==> src/rtl/bl_block_serializer.sv <==
// Backlight block-data serializer: captures one 24x8 frame per start pulse and
// shifts it out MSB-first, block 0 first, over a clock/data/latch link.
module bl_block_serializer #(
    parameter int NUM_BLOCKS = 24,
    parameter int BLK_W      = 8,
    parameter int CLK_DIV    = 4
) (
    input  logic                        iClk,
    input  logic                        iRst,
    input  logic                        iStart,
    input  logic [NUM_BLOCKS*BLK_W-1:0] iBlockData,
    output logic                        oBusy,
    output logic                        oSClk,
    output logic                        oSData,
    output logic                        oLatch,
    output logic                        oDone,
    output logic [1:0]                  oState
);
    localparam int         TOTAL      = NUM_BLOCKS * BLK_W;
    localparam logic [7:0] LAST_BIT   = 8'(TOTAL - 1);
    localparam logic [8:0] DIV_LAST   = 9'(2 * CLK_DIV - 1);
    localparam logic [8:0] DIV_HALF   = 9'(CLK_DIV);
    localparam logic [8:0] LATCH_LAST = 9'(CLK_DIV - 1);

    typedef enum logic [1:0] {
        IDLE  = 2'd0,
        SHIFT = 2'd1,
        LATCH = 2'd2,
        DONE  = 2'd3
    } state_t;

    state_t             state, state_nxt;
    logic [TOTAL-1:0]   shadow, shadow_nxt;
    logic [7:0]         bit_cnt, bit_nxt;
    logic [8:0]         div_cnt, div_nxt;
    logic               busy_nxt, sclk_nxt, sdata_nxt, latch_nxt, done_nxt;
    logic [7:0]         nxt_bit;
    logic [7:0]         nxt_idx;

    // Start handshake: iStart is a request level sampled every cycle; it is
    // accepted only in IDLE (oBusy=0 and not DONE) and is never queued.
    assign oState  = state;
    assign nxt_bit = bit_cnt + 8'd1;
    // Serial bit n lives at block n/BLK_W, MSB first within the block.
    assign nxt_idx = 8'(BLK_W * (int'(nxt_bit) / BLK_W) + (BLK_W - 1) - int'(nxt_bit) % BLK_W);

    always_ff @(posedge iClk) begin
        if (iRst) begin
            state   <= IDLE;
            shadow  <= '0;
            bit_cnt <= '0;
            div_cnt <= '0;
            oBusy   <= 1'b0;
            oSClk   <= 1'b0;
            oSData  <= 1'b0;
            oLatch  <= 1'b0;
            oDone   <= 1'b0;
        end else begin
            state   <= state_nxt;
            shadow  <= shadow_nxt;
            bit_cnt <= bit_nxt;
            div_cnt <= div_nxt;
            oBusy   <= busy_nxt;
            oSClk   <= sclk_nxt;
            oSData  <= sdata_nxt;
            oLatch  <= latch_nxt;
            oDone   <= done_nxt;
        end
    end

    always_comb begin
        state_nxt  = state;
        shadow_nxt = shadow;
        bit_nxt    = bit_cnt;
        div_nxt    = div_cnt;
        busy_nxt   = oBusy;
        sclk_nxt   = oSClk;
        sdata_nxt  = oSData;
        latch_nxt  = oLatch;
        done_nxt   = oDone;
        case (state)
            IDLE: begin
                busy_nxt  = 1'b0;
                sclk_nxt  = 1'b0;
                latch_nxt = 1'b0;
                done_nxt  = 1'b0;
                if (iStart) begin
                    shadow_nxt = iBlockData;
                    bit_nxt    = '0;
                    div_nxt    = '0;
                    state_nxt  = SHIFT;
                    busy_nxt   = 1'b1;
                    sdata_nxt  = iBlockData[BLK_W-1];
                end
            end
            SHIFT: begin
                // Data only moves together with the falling edge of oSClk.
                if (div_cnt == DIV_LAST) begin
                    div_nxt  = '0;
                    sclk_nxt = 1'b0;
                    if (bit_cnt == LAST_BIT) begin
                        state_nxt = LATCH;
                        sdata_nxt = 1'b0;
                        latch_nxt = 1'b1;
                    end else begin
                        bit_nxt   = nxt_bit;
                        sdata_nxt = shadow[nxt_idx];
                    end
                end else begin
                    div_nxt  = div_cnt + 9'd1;
                    sclk_nxt = (9'(div_cnt + 9'd1) >= DIV_HALF);
                end
            end
            LATCH: begin
                if (div_cnt == LATCH_LAST) begin
                    state_nxt = DONE;
                    div_nxt   = '0;
                    latch_nxt = 1'b0;
                    busy_nxt  = 1'b0;
                    done_nxt  = 1'b1;
                end else begin
                    div_nxt = div_cnt + 9'd1;
                end
            end
            DONE: begin
                done_nxt  = 1'b0;
                state_nxt = IDLE;
            end
            default: state_nxt = IDLE;
        endcase
    end
endmodule
==> config.mk <==
export PLATFORM = sky130hd
export DESIGN_NAME = bl_block_serializer
export DESIGN_NICKNAME = d
export VERILOG_FILES = /design/src/rtl/bl_block_serializer.sv
export SDC_FILE = /design/constraint.sdc
export NUM_CORES = 1
export LEC_CHECK = 0
export CELL_PAD_IN_SITES_DETAIL_PLACEMENT = 0
export CELL_PAD_IN_SITES_GLOBAL_PLACEMENT = 1
export CORE_MARGIN = 5
export CORE_UTILIZATION = 37
export DETAILED_ROUTE_END_ITERATION = 7
export DONT_BUFFER_PORTS = 1
export PLACE_DENSITY_LB_ADDON = 0.1
export SLEW_MARGIN = 20
export SYNTH_ARGS = -nofsm -noshare
export SYNTH_HDL_FRONTEND = slang
export SYNTH_SLANG_ARGS = --single-unit
==> constraint.sdc <==
create_clock -name iClk -period 3.6 [get_ports iClk]
set_clock_uncertainty 0.1 [all_clocks]
set_input_delay 0.54 -clock iClk [delete_from_list [all_inputs] [get_ports iClk]]
set_output_delay 0.54 -clock iClk [all_outputs]
set_load 0.05 [all_outputs]
# Yosys cells after proc, flatten, opt, wreduce, memory -nomap -nowiden
# Cells that the tools add are included.
# W data, S select, Z words.
# classes
n_addsub,4
mul,0
div_mod_pow,0
magnitude_cmp,2
n_eq_ne,11
n_shift,0
n_mux,29
bitwise,0
n_reduce_logical,14
# op_table
cell,n
$mux W9,3
$pmux W9 S3,1
$mux W8,3
$pmux W8 S2,1
$reduce_and A4 Y1,3
$mux W1,10
$ne A2 B2 Y1 const B,5
$add A9 B1 Y9 const B,1
$eq A9 B2 Y1 const B,1
$eq A9 B3 Y1 const B,1
$ge A9 B3 Y1 const B,1
$lt A8 B9 Y1 const B,1
$add A8 B1 Y8 const B,1
$add A8 B3 Y8 const B,1
$bmux W1 S8,1
$eq A8 B8 Y1 const B,1
$mux W2,4
$pmux W1 S2,4
$pmux W2 S4,1
$reduce_and A2 Y1,4
$sub A8 B3 Y8,1
$reduce_bool A2 Y1,3
$eq A2 B2 Y1 const B,2
$pmux W1 S3,1
5 further kinds,5
# totals
ff_bits,216
latchBits,0
mem_bits_rw,0
mem_bits_ro,0
in_bits,195
word_cells,69
memories,0

# Depth between registers and ports, before layout
# Gate-level depths: netlist (run 1).
# logic_depth
ltp_word,8
depth_mapped,14
ltp_nobuf,12

# Least setup slack after synthesis (run 1)
# Ideal clock, no wire load.
# synth_timing
kind,register -> register
startpoint,reg bit_cnt[0]
endpoint,reg oSData
arrival_ns,2.918
path_slack_ns,0.466
stages_incl_launch_ff,14
cell_sequence,dfxtp_1 ha_1 buf_2 and3_1 xnor2_1 inv_1 clkbuf_1 ha_1 nand2b_1 mux2i_1 o221ai_1 nand3_1 a2111o_1 o211a_1
# synth_between
elab_chain_cells,8
word_cells_on_any_way,9
# synth_rtl
element,line,text
"start, declared",34,"logic [7:0] bit_cnt, bit_nxt;"
"start signal, assigned",61,bit_cnt <= bit_nxt;
$add A8 B1 Y8,43,assign nxt_bit = bit_cnt + 8'd1;
$add A8 B3 Y8,45,assign nxt_idx = 8'(BLK_W * (int'(nxt_bit) / BLK_W) + (BLK_W - 1) - int'(nxt_bit) % BLK_W);
$sub A8 B3 Y8,45,
$bmux W1 S8,107,sdata_nxt = shadow[nxt_idx];
$mux W1 (implied by the code),107,
$mux W1 *,101,if (bit_cnt == LAST_BIT) begin
$mux W1 *,98,if (div_cnt == DIV_LAST) begin
$pmux W1 S2 *,81,case (state)
"end signal, assigned",65,oSData <= sdata_nxt;
"end, declared",14,"output logic oSData,"
# Mark *: on every way between the ends. The rest lies on a longest branch, timed or not. The select of a mux whose other input is x is not followed.
# A chain may end at the register's enable or synchronous reset.

# Worst setup path after layout (run 1)
# layout_timing
startpoint,reg bit_cnt[2]
endpoint,reg oSData
# Same word-level chain as after synthesis.

==> flow_summary.json, run 1 <==
{
  "status": "finished clean",
  "dr.max_layer_used": "met4",
  "p_seq_frac": 0.397,
  "ys_async_sr_fraction": 0,
  "fin_util": 0.4219,
  "cts_tree": "done",
  "syn_to_final_growth_pct": 12.34,
  "critPathKind": "reg2reg",
  "synth-seq-area-share": 0.4431,
  "antenna_found_initial": 0,
  "dieHeight_microns": 172.4,
  "grt_max_degree": 133,
  "grt_pass1_wl_mm": 43.70,
  "dp_cells": 1469,
  "crit_slowest_cell": "dfxtp_1",
  "gp_congestion": 0.8589,
  "drc": 0,
  "clk_pin_slew_worst_paths_ns": 0.06,
  "p_sw_mw": 2.526,
  "dp_slack_ns": 0.4762,
  "clock_sinks": 216,
  "layout_setup_ws_ns": 0.4277,
  "routed-via-count": 8016,
  "hold_viol": 0,
  "synth_area_sq_um": 9758,
  "p_int_mw": 5.160,
  "fmax_mhz": 315.2,
  "wl_mm": 28.40,
  "comb_power_share": 0.258,
  "setup_tns_ns": 0,
  "start_util": 0.3755,
  "hpwl_mm": 19.62,
  "tightest_slew_ns": 0.8812,
  "viasPerCell": 5.284,
  "cts_resized": 0,
  "met1_length_mm": 13.62,
  "syn_area_per_cell_sq_um": 8.091,
  "synth_cells": 1206,
  "min_path_type": "in2reg",
  "critPathLaunchType": "register",
  "rsz0062_at_grt": "no",
  "cp_slowest_stage_delay_ns": 0.57,
  "timing.slew.headroom": 0.4125,
  "power_mw": 7.686,
  "fill_cells": 2732,
  "numCtsBuffers": 25,
  "antenna_cells": 0,
  "drive_gt1_frac": 0.09560,
  "ant_nets": 0,
  "layout.nets": 1367,
  "grt_usage": 0.1847,
  "maxSlewViolCount": 0,
  "total_leakage_power_nw": 4.020,
  "ios": 202,
  "cpMostUsedCell": "nand3_1",
  "grt_remaining_overflow": 0,
  "fin_crit_sh": 0.8812,
  "pwr-share-clk": 0.345,
  "synth_seq_cells": 216,
  "cap_viol_max_count": 0,
  "synth_flop_cell": "dfxtp_1",
  "first_pass_iters": 5,
  "wl_met3_mm": 1.578,
  "syn_nets": 1409,
  "grt_pass1_vias": 7717,
  "die_w_microns": 172.4,
  "h-tree-depth": 1,
  "crit_fanout": 9,
  "synth_cell_type_count": 53,
  "end_kind": "register",
  "cts_max_path_buffers": 3,
  "setup_viol": 0,
  "wire_per_inst_microns": 18.72,
  "wl_met2_mm": 12.73,
  "power_density_nw_per_um2": 701.2,
  "drt-initial-drc-count": 676,
  "die-area_sq_um": 29720,
  "min_period_ns": 3.172,
  "worstPathRequired_ns": 3.90,
  "synth_edf_count": 0,
  "crit_chain": "nand3_1 -> nor2_1 -> xnor2_1 -> ha_1 -> nand2b_1 -> mux2i_1 -> o221ai_1 -> nand3_1 -> a2111o_1 -> o211a_1",
  "yosysWarnings": 0,
  "clockRootBuffer": "clkbuf_16",
  "rows": 59,
  "arrival_ns": 3.47,
  "core_sq_um": 25980,
  "placed_area_sq_um": 10050,
  "peakVddDrop_v": 0.0003206,
  "fin_hold_ws_ns": 0.04258,
  "clk_latency_ns": 0.51,
  "port-buffer-count": 0,
  "finalNonFillerCells": 1517,
  "p_sw_frac": 0.3286,
  "final_area_sq_um": 10960
}
worst max-delay path: cells and delay by family (launching register included):
kind	cells	cell delay (ns)
muxes	1	0.08
adders and majority gates	1	0.35
and+or+nand+nor	4	0.85
DFF	1	0.57
xor gates and xnor gates	1	0.26
AOI/OAI and AO/OA	3	0.86
cell usage in the layout, fill, tap and decap left out, types with 5 or more instances in the layout:
master / count
a21oi_1: 208
a22oi_1: 7
a31oi_1: 7
and3_1: 15
buf_4: 17
clkbuf_16: 25
clkbuf_8: 8
dfxtp_1: 215
ha_1: 7
inv_1: 8
mux2i_1: 10
mux4_1: 6
mux4_2: 36
nand2_1: 434
nand2b_1: 6
nand3_1: 17
nand4_1: 7
nor2_1: 35
nor3_1: 5
o21ai_0: 17
cell families after synthesis:
| logic type | after synthesis | share of synthesized area |
|---|---|---|
| AO/OA/AOI/OAI | 270 | 0.1539 |
| XOR/XNOR | 9 | 0.008078 |
| adder cells (fa/ha/maj) | 8 | 0.01026 |
| buffers and inverters | 101 | 0.04180 |
| flip-flops | 216 | 0.4431 |
| multiplexers | 55 | 0.1130 |
| AND/OR/NAND/NOR | 547 | 0.2299 |
power groups by stage:
stage                     clock network (mW)  registers, mW  logic (mW)
after floorplan                            0           3.03        1.50
after global placement                     0           3.12        1.97
after detailed placement                   0           3.11        2.00
after CTS                               2.72           3.06        2.02
after global routing                    2.82           3.09        2.23
final                                   2.65           3.05        1.98
Yosys cell counts, types with 8 or more instances:
cell	count	area, sq um
nand2_1	435	1633
dfxtp_1	216	4324
a21oi_1	208	1041
clkbuf_1	80	300.3
mux4_2	36	810.8
nor2_1	35	131.4
nand3_1	17	85.08
o21ai_0	17	85.08
and3_1	15	93.84
mux2i_1	10	100.1
buf_2	8	40.04
ha_1	8	100.1
inv_1	8	30.03
path summary, 6_finish.rpt:
check                           from                      end  slack (ns)  cells after the start
min reg2reg  shadow[72]$_SDFFE_PP0P_  shadow[72]$_SDFFE_PP0P_        0.35                      2
max          bit_cnt[2]$_SDFFE_PP0P_      oSData$_SDFFE_PP0P_        0.43                     10
max reg2reg  bit_cnt[2]$_SDFFE_PP0P_      oSData$_SDFFE_PP0P_        0.43                     10
min                             iRst  bit_cnt[4]$_SDFFE_PP0P_        0.04                      1
flip-flops by register name (all words and copies together) (netlist names):
signal   cells
oState       2
oLatch       1
shadow     192
oDone        1
div_cnt      9
oBusy        1
oSData       1
bit_cnt      8
oSClk        1
routing by layer:
metal | track usage | vias to the layer above
met5 | 0 | -
met4 | 0.03862 | 0
met1 | 0.2684 | 3767
met2 | 0.2840 | 171
li1 | - | 4045
met3 | 0.04001 | 33
layout make-up:
cell class,count,area [sq um],area share
Clock buffer,37,750.7,0.06849
Clock inverter,8,117.6,0.01073
Inverter,8,30.03,0.002739
Multi-Input combinational cell,889,5061,0.4617
Sequential cell,216,4328,0.3948
Tap cell,335,419.2,0.03824
Timing Repair Buffer,24,255.2,0.02328
repair_timing:
action | CTS | global route
endpoints found under the hold margin | 82 | 1
hold buffers | 2 | 1
setup endpoints to repair | 0 | 0
setup buffers | 0 | 0
Note: power is estimated with default switching activity, not from simulation.
==> inputs of run 2 (changes only) <==
--- a/config.mk
+++ b/config.mk
@@ -8,7 +8,7 @@
 export CELL_PAD_IN_SITES_DETAIL_PLACEMENT = 0
 export CELL_PAD_IN_SITES_GLOBAL_PLACEMENT = 1
 export CORE_MARGIN = 5
-export CORE_UTILIZATION = 37
+export CORE_UTILIZATION = 39
 export DETAILED_ROUTE_END_ITERATION = 7
 export DONT_BUFFER_PORTS = 1
 export PLACE_DENSITY_LB_ADDON = 0.1
==> flow_summary.json, run 2 (synthesized netlist as in run 1, its figures left out) <==
{
  "cap_viol_max_count": 0,
  "routed-via-count": 8109,
  "setup_viol": 0,
  "cp_slowest_stage_delay_ns": 0.61,
  "p_int_mw": 5.048,
  "cts_setup_buffers": 0,
  "crit_cells": 8,
  "fin_hold_ws_ns": 0.03602,
  "fin_crit_sh": 0.8990,
  "p_sw_mw": 2.555,
  "numCtsBuffers": 25,
  "cts_tree": "done",
  "clockRootBuffer": "clkbuf_16",
  "layout.area.seq_sq_um": 4328,
  "min_path_type": "in2reg",
  "syn_to_final_growth_pct": 12.01,
  "final_area_sq_um": 10930,
  "wl_mm": 28.23,
  "min_period_ns": 3.236,
  "worstPathRequired_ns": 3.92,
  "status": "finished clean",
  "die_w_microns": 168.2,
  "start_util": 0.3989,
  "fill_cells": 2525,
  "rsz0062_at_grt": "no",
  "reg2reg_slack_ns": 0.36,
  "multi_input_area_sq_um": 5072,
  "tightest_slew_ns": 0.7872,
  "antenna_cells": 0,
  "final_common_cell": "nand2_1",
  "clk_latency_ns": 0.54,
  "timing.slew.headroom": 0.4752,
  "crit_slowest_cell": "xnor2_2",
  "min_path_cells": 2,
  "cts_max_path_buffers": 3,
  "p_sw_frac": 0.3361,
  "fmax_mhz": 309.0,
  "clock_sinks": 216,
  "layout_common_cells": "nand2_1, dfxtp_1, a21oi_1, mux4_2, nor2_1",
  "h-tree-depth": 1,
  "total_leakage_power_nw": 4.004,
  "largest_register": "shadow",
  "rows": 57,
  "clk_pin_slew_worst_paths_ns": 0.06,
  "die-area_sq_um": 28280,
  "antenna_found_initial": 0,
  "ios": 202,
  "first_pass_iters": 4,
  "crit_fanout": 7,
  "grt_pass1_wl_mm": 44.36,
  "power_density_nw_per_um2": 695.6,
  "drc": 0,
  "drt-initial-drc-count": 587,
  "port-buffer-count": 0,
  "postCtsHoldBufs": 3,
  "setup_tns_ns": 0,
  "top_regs": "shadow: 192 flops, div_cnt: 9 flops, bit_cnt: 8 flops",
  "p_seq_frac": 0.400,
  "grt_pass1_vias": 8004,
  "peakVddDrop_v": 0.0003365,
  "largest_reg_flops": 192,
  "grt_usage": 0.1921,
  "drive_gt1_frac": 0.09330,
  "placed_area_sq_um": 10040,
  "critPathKind": "reg2reg",
  "crit_buf_inv": 0,
  "grt_max_degree": 150,
  "gp_congestion": 0.8662,
  "layout.nets": 1366,
  "maxSlewViolCount": 0,
  "r2r_cells": 8,
  "viasPerCell": 5.395,
  "pwr-share-clk": 0.336,
  "crit_chain": "ha_2 -> xnor2_2 -> mux4_2 -> mux2_2 -> o21ai_0 -> a221oi_1 -> a2111o_1 -> o211a_1",
  "ant_nets": 0,
  "wire_per_inst_microns": 18.78,
  "critPathLaunchType": "register",
  "cts_resized": 0,
  "critPathTopFamily": "compound AO/OA/AOI/OAI gates",
  "hold_viol": 0,
  "end_kind": "register",
  "arrival_ns": 3.56,
  "core_sq_um": 24460,
  "grt_remaining_overflow": 0,
  "comb_power_share": 0.264,
  "dieHeight_microns": 168.2,
  "hpwl_mm": 19.14
}
## run 2: area by class of cell
| cell class | instances | area share |
|---|---|---|
| clock buffer | 36 | 0.06651 |
| sequential | 216 | 0.3959 |
| clock inverter | 7 | 0.009386 |
| multi-input combinational | 889 | 0.4641 |
| tap | 324 | 0.03709 |
| timing repair buffer | 23 | 0.02427 |
| inverter | 8 | 0.002747 |
## run 2: per-layer routing
layer / wire length (microns) / GRT usage / vias to the layer above
met5: 0 / 0 / -
met4: 554 / 0.03846 / 0
met3: 1561 / 0.03986 / 33
met2: 12920 / 0.3077 / 176
met1: 13200 / 0.2711 / 3873
li1: - / - / 4027
## run 2: power by group through the flow
stage	Combinational [mW]	Clock, mW	Sequential [mW]
floorplan	1.50	0	3.03
global placement	1.96	0	3.10
detailed placement	1.99	0	3.09
CTS	2.05	2.62	3.04
global route	2.27	2.71	3.09
finish	2.01	2.55	3.04
## run 2: through the flow
stage                     instances  setup WS [ns]  utilization  power [mW]
final                          1503         0.3637       0.4468       7.604
after floorplan                1206         0.4660            -       4.538
after global placement         1457         0.4054       0.4103       5.061
after detailed placement       1457         0.3537       0.4103       5.085
after global routing           1503         0.1824       0.4468       8.064
after CTS                      1503         0.3153       0.4468       7.707
## run 2: worst paths after layout
kind	to	start
max reg2reg	oSData$_SDFFE_PP0P_	bit_cnt[1]$_SDFFE_PP0P_
min reg2reg	shadow[128]$_SDFFE_PP0P_	shadow[128]$_SDFFE_PP0P_
min	shadow[45]$_SDFFE_PP0P_	iBlockData[45]
max	oSData$_SDFFE_PP0P_	bit_cnt[1]$_SDFFE_PP0P_
==> inputs of run 3 (changes only) <==
--- a/config.mk
+++ b/config.mk
@@ -12,7 +12,9 @@
 export DETAILED_ROUTE_END_ITERATION = 7
 export DONT_BUFFER_PORTS = 1
 export PLACE_DENSITY_LB_ADDON = 0.1
+export SETUP_SLACK_MARGIN = 0.5
 export SLEW_MARGIN = 20
 export SYNTH_ARGS = -nofsm -noshare
 export SYNTH_HDL_FRONTEND = slang
 export SYNTH_SLANG_ARGS = --single-unit
+export TNS_END_PERCENT = 1
==> flow_summary.json, run 3 (synthesized netlist as in run 1, its figures left out) <==
{
  "crit_chain": "ha_4 -> buf_4 -> and3_2 -> xnor2_2 -> inv_1 -> ha_1 -> nand2_1 -> mux2i_1 -> o221a_2 -> o21ai_0 -> a2111o_1 -> o211a_1",
  "power_mw": 7.470,
  "peakVddDrop_v": 0.0003644,
  "setup_viol": 0,
  "maxSlewViolCount": 0,
  "clock_sinks": 216,
  "antenna_cells": 0,
  "layout.nets": 1370,
  "final_common_cell": "nand2_1",
  "cts_max_path_buffers": 3,
  "wl_mm": 27.91,
  "drt-initial-drc-count": 626,
  "largest_reg_flops": 192,
  "hpwl_mm": 19.41,
  "cts_tree": "done",
  "rsz0062_at_grt": "no",
  "antenna_found_initial": 0,
  "fin_crit_sh": 0.8152,
  "fmax_mhz": 340.8,
  "h-tree-depth": 1,
  "clockRootBuffer": "clkbuf_16",
  "first_pass_iters": 5,
  "clk_latency_ns": 0.51,
  "finalNonFillerCells": 1507,
  "gp_congestion": 0.8732,
  "drc": 0,
  "cp_slowest_stage_delay_ns": 0.42,
  "crit_buf_inv": 2,
  "min_period_ns": 2.935,
  "syn_to_final_growth_pct": 12.14,
  "dp_slack_ns": 0.3549,
  "drive_gt1_frac": 0.1023,
  "cap_viol_max_count": 0,
  "timing.slew.headroom": 0.5167,
  "critPathLaunchType": "register",
  "layout_common_cells": "nand2_1, dfxtp_1, a21oi_1, mux4_2, nor2_1",
  "grt_pass1_vias": 8155,
  "top_regs": "shadow: 192 flops, div_cnt: 9 flops, bit_cnt: 8 flops",
  "routed-via-count": 8063,
  "setup_tns_ns": 0,
  "hold_viol": 0,
  "tightest_slew_ns": 0.7249,
  "start_util": 0.3989,
  "grt_pass1_wl_mm": 44.27,
  "total_leakage_power_nw": 3.991,
  "ios": 202,
  "min_path_type": "in2reg",
  "wire_per_inst_microns": 18.52,
  "dieHeight_microns": 168.2,
  "clk_pin_slew_worst_paths_ns": 0.06,
  "end_kind": "register",
  "layout_setup_ws_ns": 0.6654,
  "grt_max_degree": 176,
  "critPathTopFamily": "compound AO/OA/AOI/OAI gates",
  "ant_nets": 0,
  "numCtsBuffers": 24,
  "rows": 57,
  "crit_slowest_cell": "dfxtp_4",
  "core_sq_um": 24460,
  "die_w_microns": 168.2,
  "grt_usage": 0.1909,
  "viasPerCell": 5.350,
  "status": "finished clean",
  "dp_cells": 1463,
  "grt_remaining_overflow": 0,
  "crit_fanout": 8,
  "power_density_nw_per_um2": 682.6,
  "worstPathRequired_ns": 3.92,
  "largest_register": "shadow",
  "arrival_ns": 3.26,
  "port-buffer-count": 0,
  "critPathKind": "reg2reg",
  "die-area_sq_um": 28280
}
-- run 3: area by class of cell --
cell class	instances	area (sq um)
Clock buffer	33	664.4
Clock inverter	9	115.1
Fill cell	2501	13520
Inverter	8	30.03
Multi-Input combinational cell	889	5117
Sequential cell	216	4330
Tap cell	324	405.4
Timing Repair Buffer	28	280.3
-- run 3: what timing repair did --
action                     CTS  global route
cloned                       0             0
resized for setup            4             6
setup endpoints to repair    1             1
setup buffers                0             1
hold endpoints to repair    42             0
pin swaps                    0             1
hold buffers                 1             0
-- run 3: power breakdown --
group / switching, mW / internal [mW] / total (mW)
Clock: 0.983 / 1.44 / 2.42
Combinational: 1.26 / 0.743 / 2.00
Sequential: 0.264 / 2.79 / 3.05
-- run 3: final timing paths --
path                                            endpoint  depth (start not counted)  slack, ns                startpoint
worst min-delay path            shadow[148]$_SDFFE_PP0P_                          1       0.04                      iRst
worst min register to register  shadow[187]$_SDFFE_PP0P_                          2       0.35  shadow[187]$_SDFFE_PP0P_
worst max-delay path                 oSData$_SDFFE_PP0P_                         12       0.67   bit_cnt[0]$_SDFFE_PP0P_
worst max register to register       oSData$_SDFFE_PP0P_                         12       0.67   bit_cnt[0]$_SDFFE_PP0P_
-- run 3: metrics by stage --
stage,hold WS (ns),util,area (sq um)
after global placement,0.3352,0.4119,10080
after detailed placement,0.3414,0.4119,10080
after floorplan,0.3315,-,9766
after CTS,0.006315,0.4453,10890
after global routing,0.007175,0.4473,10940
final,0.04284,0.4473,10940
-- run 3: per-layer routing --
layer | vias up | global-route usage | part of all wire
met2 | 192 | 0.2977 | 0.44
met5 | - | 0 | 0
met3 | 30 | 0.03611 | 0.053
met4 | 0 | 0.03529 | 0.015
met1 | 3793 | 0.2796 | 0.49
li1 | 4048 | - | -
